`src/rtl/bht_update_ctrl.sv`:
```
// Branch history table update controller.
// Shares a single-read-port BHT between fetch predictions and execute-stage updates.
//
// Ports:
//   clk, reset        clock, synchronous active-high reset
//   fetch_valid/ready fetch handshake; pred_taken is the prediction
//   res_valid/ready   resolve handshake for the oldest in-flight branch
//   res_taken         resolved outcome
//   flush             one-cycle pulse after a mispredict update
//   tbl_rd_idx/data   table read port (data combinational from idx)
//   tbl_wr_en/idx/data table write port
//   init_done         table initialisation complete
//   branch_cnt        resolved branch count (saturating)
//   mispred_cnt       mispredicted branch count (saturating)

module bht_update_ctrl #(
    parameter int         HIST_BITS = 2,
    parameter int         DEPTH     = 4,
    parameter logic [1:0] INIT_VAL  = 2'b01,
    parameter int         CNT_W     = 8
) (
    input  logic                 clk,
    input  logic                 reset,
    input  logic                 fetch_valid,
    output logic                 fetch_ready,
    output logic                 pred_taken,
    input  logic                 res_valid,
    input  logic                 res_taken,
    output logic                 res_ready,
    output logic                 flush,
    output logic [HIST_BITS-1:0] tbl_rd_idx,
    input  logic [1:0]           tbl_rd_data,
    output logic                 tbl_wr_en,
    output logic [HIST_BITS-1:0] tbl_wr_idx,
    output logic [1:0]           tbl_wr_data,
    output logic                 init_done,
    output logic [CNT_W-1:0]     branch_cnt,
    output logic [CNT_W-1:0]     mispred_cnt
);

    localparam int PW = $clog2(DEPTH);
    localparam logic [PW:0] Q_MAX = (PW+1)'(DEPTH);
    localparam logic [HIST_BITS-1:0] PTR_LAST = '1;

    typedef enum logic [1:0] {
        INIT,
        IDLE,
        UPD,
        FLUSH
    } state_t;

    state_t state;
    state_t state_nxt;

    logic [HIST_BITS-1:0] init_ptr;
    logic [HIST_BITS-1:0] ghr;
    logic [HIST_BITS-1:0] q_idx [DEPTH];
    logic                 q_pred [DEPTH];
    logic [PW-1:0]        head;
    logic [PW-1:0]        tail;
    logic [PW:0]          count;
    logic                 res_q;

    logic                 q_full;
    logic                 q_empty;
    logic                 fetch_hs;
    logic                 res_hs;
    logic                 upd_mis;
    logic [HIST_BITS-1:0] head_idx;
    logic                 head_pred;
    logic [1:0]           upd_data;

    assign q_full    = (count == Q_MAX);
    assign q_empty   = (count == '0);
    assign head_idx  = q_idx[head];
    assign head_pred = q_pred[head];

    assign fetch_hs  = fetch_valid && fetch_ready;
    assign res_hs    = res_valid && res_ready;

    assign pred_taken = tbl_rd_data[1];
    assign init_done  = (state != INIT);

    // Saturating 2-bit counter step using the latched outcome.
    always_comb begin
        upd_data = tbl_rd_data;
        if (res_q) begin
            if (tbl_rd_data != 2'b11) begin
                upd_data = tbl_rd_data + 2'd1;
            end
        end else begin
            if (tbl_rd_data != 2'b00) begin
                upd_data = tbl_rd_data - 2'd1;
            end
        end
    end

    always_ff @(posedge clk) begin
        if (reset) begin
            state <= INIT;
        end else begin
            state <= state_nxt;
        end
    end

    always_comb begin
        state_nxt   = state;
        fetch_ready = 1'b0;
        res_ready   = 1'b0;
        flush       = 1'b0;
        tbl_rd_idx  = ghr;
        tbl_wr_en   = 1'b0;
        tbl_wr_idx  = init_ptr;
        tbl_wr_data = INIT_VAL;
        upd_mis     = 1'b0;

        unique case (state)
            INIT: begin
                tbl_wr_en = 1'b1;
                if (init_ptr == PTR_LAST) begin
                    state_nxt = IDLE;
                end
            end
            IDLE: begin
                fetch_ready = !q_full;
                res_ready   = !q_empty;
                if (res_valid && !q_empty) begin
                    state_nxt = UPD;
                end
            end
            UPD: begin
                tbl_rd_idx  = head_idx;
                tbl_wr_en   = 1'b1;
                tbl_wr_idx  = head_idx;
                tbl_wr_data = upd_data;
                upd_mis     = (head_pred != res_q);
                state_nxt   = upd_mis ? FLUSH : IDLE;
            end
            FLUSH: begin
                flush     = 1'b1;
                state_nxt = IDLE;
            end
            default: begin
                state_nxt = INIT;
            end
        endcase

        // A reset cycle must never write the table or accept traffic.
        if (reset) begin
            fetch_ready = 1'b0;
            res_ready   = 1'b0;
            flush       = 1'b0;
            tbl_wr_en   = 1'b0;
        end
    end

    // Queue storage carries no reset; validity is tracked by count.
    always_ff @(posedge clk) begin
        if (fetch_hs) begin
            q_idx[tail]  <= ghr;
            q_pred[tail] <= tbl_rd_data[1];
        end
    end

    always_ff @(posedge clk) begin
        if (reset) begin
            init_ptr    <= '0;
            ghr         <= '0;
            head        <= '0;
            tail        <= '0;
            count       <= '0;
            res_q       <= 1'b0;
            branch_cnt  <= '0;
            mispred_cnt <= '0;
        end else begin
            if (state == INIT) begin
                init_ptr <= init_ptr + HIST_BITS'(1);
            end

            if (res_hs) begin
                res_q <= res_taken;
            end

            if (fetch_hs) begin
                tail  <= tail + PW'(1);
                count <= count + (PW+1)'(1);
            end

            // Fetch is never accepted in UPD, so these cannot collide.
            if (state == UPD) begin
                ghr <= {ghr[HIST_BITS-2:0], res_q};
                if (branch_cnt != '1) begin
                    branch_cnt <= branch_cnt + CNT_W'(1);
                end
                if (upd_mis) begin
                    head  <= '0;
                    tail  <= '0;
                    count <= '0;
                    if (mispred_cnt != '1) begin
                        mispred_cnt <= mispred_cnt + CNT_W'(1);
                    end
                end else begin
                    head  <= head + PW'(1);
                    count <= count - (PW+1)'(1);
                end
            end
        end
    end

endmodule

```
`config.mk`:
```
export PLATFORM = sky130hd
export DESIGN_NAME = bht_update_ctrl
export DESIGN_NICKNAME = d
export VERILOG_FILES = /design/src/rtl/bht_update_ctrl.sv
export SDC_FILE = /design/constraint.sdc
export NUM_CORES = 1
export LEC_CHECK = 0
export ABC_AREA = 0
export CORE_ASPECT_RATIO = 1.1
export CORE_MARGIN = 2
export CORE_UTILIZATION = 45
export CTS_BUF_LIST = sky130_fd_sc_hd__clkbuf_16
export CTS_CLUSTER_SIZE = 12
export DETAILED_ROUTE_END_ITERATION = 10
export PLACE_DENSITY = 0.69
export SKIP_CTS_REPAIR_TIMING = 1
export SLEW_MARGIN = 40
export SYNTH_ARGS = -nofsm -noshare
export SYNTH_HDL_FRONTEND = slang
export SYNTH_SLANG_ARGS = --single-unit
```
`constraint.sdc`:
```
create_clock -name clk -period 2 [get_ports clk]
set_input_delay 0.6 -clock clk [delete_from_list [all_inputs] [get_ports clk]]
set_output_delay 0.6 -clock clk [all_outputs]
set_load 0.1 [all_outputs]
```
==> results of run 1 <==
[area by class of cell]
type / count / area, um2 / share of cell area, %
flip-flops and latches: 44 / 1030 / 31.2
multi-input cells: 161 / 1250 / 37.6
inverters: 15 / 56.3 / 1.70
clock buffers: 5 / 125 / 3.77
clock inverters: 3 / 38.8 / 1.17
well taps: 56 / 70.1 / 2.11
repair buffers: 47 / 742 / 22.4
diodes: 1 / 2.50 / 0.0755
[critical path: cells and delay by family (launching register included)]
family	cells	cell delay (ps)
buffers and inverters	1	160
and+or+nand+nor	1	110
DFF	1	370
AOI/OAI and AO/OA	1	60
muxes	1	550
[final timing paths]
kind,startpoint,slack [ps],cells after the start,end
setup / recovery,register,-130,4,tbl_wr_idx[0]
hold / removal,state[0]$_SDFFE_PP0P_,510,2,state[0]$_SDFFE_PP0P_
setup reg to reg,state[0]$_SDFFE_PP0P_,120,8,mispred_cnt[7]$_SDFFE_PP0P_
hold reg to reg,state[0]$_SDFFE_PP0P_,510,2,state[0]$_SDFFE_PP0P_
[kinds of logic after synthesis]
group / after synthesis / share of synthesized area (%)
simple gates: 82 / 18.6
xor+xnor: 10 / 3.99
mux: 11 / 6.56
flops: 44 / 45.6
fa+ha+maj: 14 / 7.99
buf+inv: 24 / 4.39
compound gates: 44 / 12.8
[placed cells by master (no fill, tap or decap), drive strengths merged, types with 4 or more instances in the layout]
| cell type | count |
|---|---|
| clkbuf | 5 |
| or3 | 5 |
| nor3 | 7 |
| edfxtp | 12 |
| ha | 14 |
| dfxtp | 32 |
| nor2b | 4 |
| o21ai | 11 |
| nand3 | 10 |
| a21oi | 16 |
| nand2 | 20 |
| nor2 | 16 |
| inv | 16 |
| and2 | 5 |
| nand2b | 6 |
| xnor2 | 7 |
| o31ai | 6 |
| buf | 41 |
| mux2i | 8 |
[state kept, by name, indices dropped and copies added, names as in the netlist, named ones only]
name and cells:
mispred_cnt 8, q_idx 8, init_ptr 2, count 3
ghr 2, q_pred 4, state 2, res_q 1
tail 2, head 2, branch_cnt 8
[metal layers]
layer / global-route usage (%) / routed length [um] / vias to the layer above
met5: 0 / 0 / -
met4: 4.34 / 49 / 0
met3: 4.73 / 208 / 5
met2: 30.0 / 2450 / 36
met1: 22.2 / 2000 / 835
li1: - / - / 899
[power by group]
part	internal, mW	switching (mW)
Sequential	0.947	0.0351
Clock	0.581	0.308
Combinational	0.273	0.433
Total	1.80	0.776
==> results.py, run 1 <==
metrics = {
    "status": {
        "status": "complete, but fails checks",
        "violations": "setup timing",
    },
    "clocking": {
        "htreeDepth": 2,
        "clock-sinks": 44,
        "cts.path.max_buffers": 2,
        "numCtsBuffers": 5,
        "cts_root_buffer": "clkbuf_16",
        "clk_pin_slew_ps": 60,
        "cts_tree": "yes",
        "clk_latency_ps": 280,
    },
    "logic_synthesis": {
        "yosysWarningCount": 0,
        "synthCells": 229,
        "synthArstFlopShare_pct": 0,
        "syn-mean-instance-area_um2": 9.58,
        "synth.net_count": 250,
        "synth.most_common_cell": "dfxtp_1",
        "seq_area_frac_synth_pct": 45.6,
        "syn_area_mm2": 0.00219,
        "synth-edff-count": 12,
        "synth.distinct_cells": 42,
        "yosysTopAreaCell": "dfxtp_1",
        "synth_commonest_cells": "dfxtp_1 (32), nand2_1 (20), a21oi_1 (16), nor2_1 (16), inv_1 (15)",
        "ys_ff_latch": 44,
        "synth_top_area_share_pct": 29.2,
        "ys_top_cells_by_area": "dfxtp_1 (29%), edfxtp_1 (16%), ha_1 (8.0%)",
        "ys.flop_type": "dfxtp_1",
    },
    "setup_path": {
        "endpoint_kind": "output pin",
        "crit_slowest_cell": "mux4_2",
        "cp_max_fo": 3,
        "slowest_delay_ps": 550,
        "cp-start-kind": "register",
        "cp.arrival_ps": 1530,
        "crit_chain": "mux4_2, nand2_4, o21ai_4, buf_12",
        "critical_path_required_ps": 1400,
        "critPathKind": "register to output pin",
    },
    "timing": {
        "tns_ps": -495,
        "fmax_mhz": 469,
        "skew_ps": 3.91,
        "maxSlewViolCount": 0,
        "setup_ws_ps": -131,
        "worst_slew_pin_slew_ps": 478,
        "maxSlewHeadroom_pct": 67.9,
        "finalSetupViolCount": 5,
        "fin_crit_ps": 2130,
        "finalCritPeriodShare_pct": 107,
        "holdWs_ps": 508,
        "hold_viol_final": 0,
        "rsz0062_at_grt": "true",
    },
    "global_route": {
        "grt_overflow": 0,
        "grt_max_degree": 15,
        "grt_pass1_wl_mm": 7.78,
        "grt_pass1_vias": 1738,
        "groute.usage.overall_pct": 17.6,
        "antenna_found_initial": 1,
    },
    "final_layout": {
        "syn2layout_area_growth_pct": 51.2,
        "final_nets": 295,
        "final.fill_count": 328,
        "post-route-cell-area_mm2": 0.00332,
        "final_util_pct": 70.8,
        "layout-drive-gt1-share_pct": 35.6,
        "stdcell_count": 332,
    },
    "placement": {
        "port_buffers": 34,
        "hpwl_mm": 3.30,
        "place_area_mm2": 0.00303,
        "post-place-ws_ps": -271,
        "gp_congestion": 0.744,
        "dp_cells": 319,
    },
    "floorplan": {
        "num_io_pins": 35,
        "dieArea_mm2": 0.00545,
        "chipWidth_um": 70.6,
        "core_mm2": 0.00468,
        "die-height_um": 77.2,
        "num_rows": 26,
        "initial_utilization_pct": 46.8,
    },
    "pwr": {
        "power_mw": 2.58,
        "powerDensity_mw_per_mm2": 777,
        "ir_drop_mv": 0.460,
        "p_leak_nw": 1.26,
    },
    "routing": {
        "wl_per_cell_um": 14.2,
        "postRouteAntennaNets": 0,
        "num_vias": 1775,
        "drc": 0,
        "routed_via_density": 5.35,
        "first_pass_iters": 4,
        "wl_mm": 4.70,
        "drtIter0Drc": 79,
    },
    "worst_hold_path": {
        "hold_path_class": "register to register",
    },
    "job": {
        "maxCapViolations": 0,
    },
}
Power figures use the tool's default switching activity.
==> run 2: changes to the inputs <==
CORE_MARGIN = unset   (was 2)
GPL_ROUTABILITY_DRIVEN = 0   (was unset)
==> results.py, run 2 (synthesis results as in run 1) <==
metrics = {
    "status": {
        "status": "complete, but fails checks",
        "violations": "setup timing",
    },
    "timing": {
        "maxSlewViolCount": 0,
        "finalCritPeriodShare_pct": 107,
        "hold_viol_final": 0,
        "fin_crit_ps": 2140,
        "worst_slew_pin_slew_ps": 514,
        "rsz0062_at_grt": "true",
        "fmax_mhz": 468,
        "setup_ws_ps": -136,
        "maxSlewHeadroom_pct": 65.6,
        "skew_ps": 3.65,
        "tns_ps": -508,
        "finalSetupViolCount": 5,
    },
    "setup_path": {
        "critPathKind": "register to output pin",
        "crit_chain": "mux4_2, nand2_4, o21ai_4, buf_12",
        "cp_top_family": "multiplexers",
        "cp_num_buf_inv": 1,
        "critical_path_required_ps": 1400,
        "cp.arrival_ps": 1540,
        "cp_max_fo": 3,
        "cp-start-kind": "register",
        "endpoint_kind": "output pin",
        "crit_slowest_cell": "mux4_2",
        "slowest_delay_ps": 540,
    },
    "global_route": {
        "antenna_found_initial": 0,
        "groute.usage.overall_pct": 18.9,
        "grt_pass1_vias": 1628,
        "grt_overflow": 0,
        "grt_max_degree": 15,
        "grt_pass1_wl_mm": 7.18,
    },
    "pwr": {
        "ir_drop_mv": 0.567,
        "p_comb_share_pct": 25.9,
        "pwr-share-clk_pct": 37.7,
        "p_sw_share_pct": 28.8,
        "seqPwrFrac_pct": 36.4,
        "powerDensity_mw_per_mm2": 815,
        "p_leak_nw": 1.27,
        "power_switching_mw": 0.781,
        "internal-power_mw": 1.93,
        "power_mw": 2.71,
    },
    "floorplan": {
        "num_io_pins": 35,
        "die-height_um": 75.2,
        "dieArea_mm2": 0.00516,
        "chipWidth_um": 68.6,
        "num_rows": 26,
        "core_mm2": 0.00465,
        "initial_utilization_pct": 47.1,
    },
    "placement": {
        "post-place-ws_ps": -313,
        "port_buffers": 34,
        "hpwl_mm": 3.25,
        "place_area_mm2": 0.00305,
    },
    "clocking": {
        "clk_pin_slew_ps": 60,
        "cts_tree": "yes",
        "clk_latency_ps": 280,
        "clock-sinks": 44,
        "cts.path.max_buffers": 2,
        "numCtsBuffers": 5,
        "cts_root_buffer": "clkbuf_16",
        "htreeDepth": 2,
    },
    "final_layout": {
        "syn2layout_area_growth_pct": 51.7,
        "post-route-cell-area_mm2": 0.00333,
        "final_common_cell": "buf_12",
        "most-common-layout-cells": "buf_12 (28), dfxtp_2 (17), nor2_1 (15)",
        "seq_area_mm2": 0.00103,
        "final_nets": 296,
        "layout-drive-gt1-share_pct": 34.8,
        "final.fill_count": 336,
        "reg_top3": "branch_cnt (8), mispred_cnt (8), q_idx (8)",
        "antennaDiodeCount": 0,
        "multi_input_area_mm2": 0.00124,
        "final_util_pct": 71.5,
    },
    "routing": {
        "wl_per_cell_um": 13.9,
        "drtIter0Drc": 91,
        "drc": 0,
        "postRouteAntennaNets": 0,
        "num_vias": 1799,
        "routed_via_density": 5.42,
        "wl_mm": 4.61,
        "first_pass_iters": 4,
    },
    "worst_hold_path": {
        "hold_path_class": "register to register",
    },
    "job": {
        "maxCapViolations": 0,
    },
}
-- run 2: cell count changes in the layout (fill, tap and decap cells not counted), sizes merged --
cell | before | now
buf | 41 | 42
bufinv | 1 | 2
clkinv | 1 | 0
diode | 1 | 0
-- run 2: through the flow --
step	std cells	hold WS (ps)
2_1_floorplan	229	461
3_3_place_gp	322	480
3_5_place_dp	322	497
4_1_cts	330	507
5_1_grt	332	517
6_report	332	492
-- run 2: worst paths after layout --
| check | startpoint | end | slack (ps) | depth (start not counted) |
|---|---|---|---|---|
| max | register | tbl_wr_idx[0] | -140 | 4 |
| min reg2reg | count[0]$_SDFFE_PP0P_ | count[0]$_SDFFE_PP0P_ | 490 | 2 |
| max reg2reg | state[0]$_SDFFE_PP0P_ | mispred_cnt[5]$_SDFFE_PP0P_ | 70 | 7 |
| min | count[0]$_SDFFE_PP0P_ | count[0]$_SDFFE_PP0P_ | 490 | 2 |
-- run 2: power by group through the flow --
stage	clock network (mW)	registers, mW	logic, mW
after floorplan	0	0.999	0.462
after global placement	0	0.999	0.668
after detailed placement	0	1.00	0.675
after CTS	1.04	0.983	0.677
after global routing	1.08	0.991	0.740
final	1.02	0.986	0.702
-- run 2: routing by layer --
metal / vias up / GRT usage, % / wire length, um
li1: 894 / - / -
met1: 860 / 23.3 / 2080
met2: 38 / 31.9 / 2300
met3: 7 / 4.24 / 168
met4: 0 / 6.71 / 64
met5: - / 0 / 0
-- run 2: final cells by class --
class                           instances  share of cell area (%)
Multi-Input combinational cell        161                    37.4
Sequential cell                        44                    31.1
Timing Repair Buffer                   48                    22.0
Clock buffer                            5                    3.76
Tap cell                               56                    2.11
Clock inverter                          3                    1.92
Inverter                               15                    1.69
-- run 2: worst register-to-register path, stage by stage (launching register included) --
cell,delay (ps)
dfxtp_2,350
inv_2,90
ha_4,210
buf_4,210
and2_1,180
a22oi_2,140
nor4_2,310
mux2_1,340
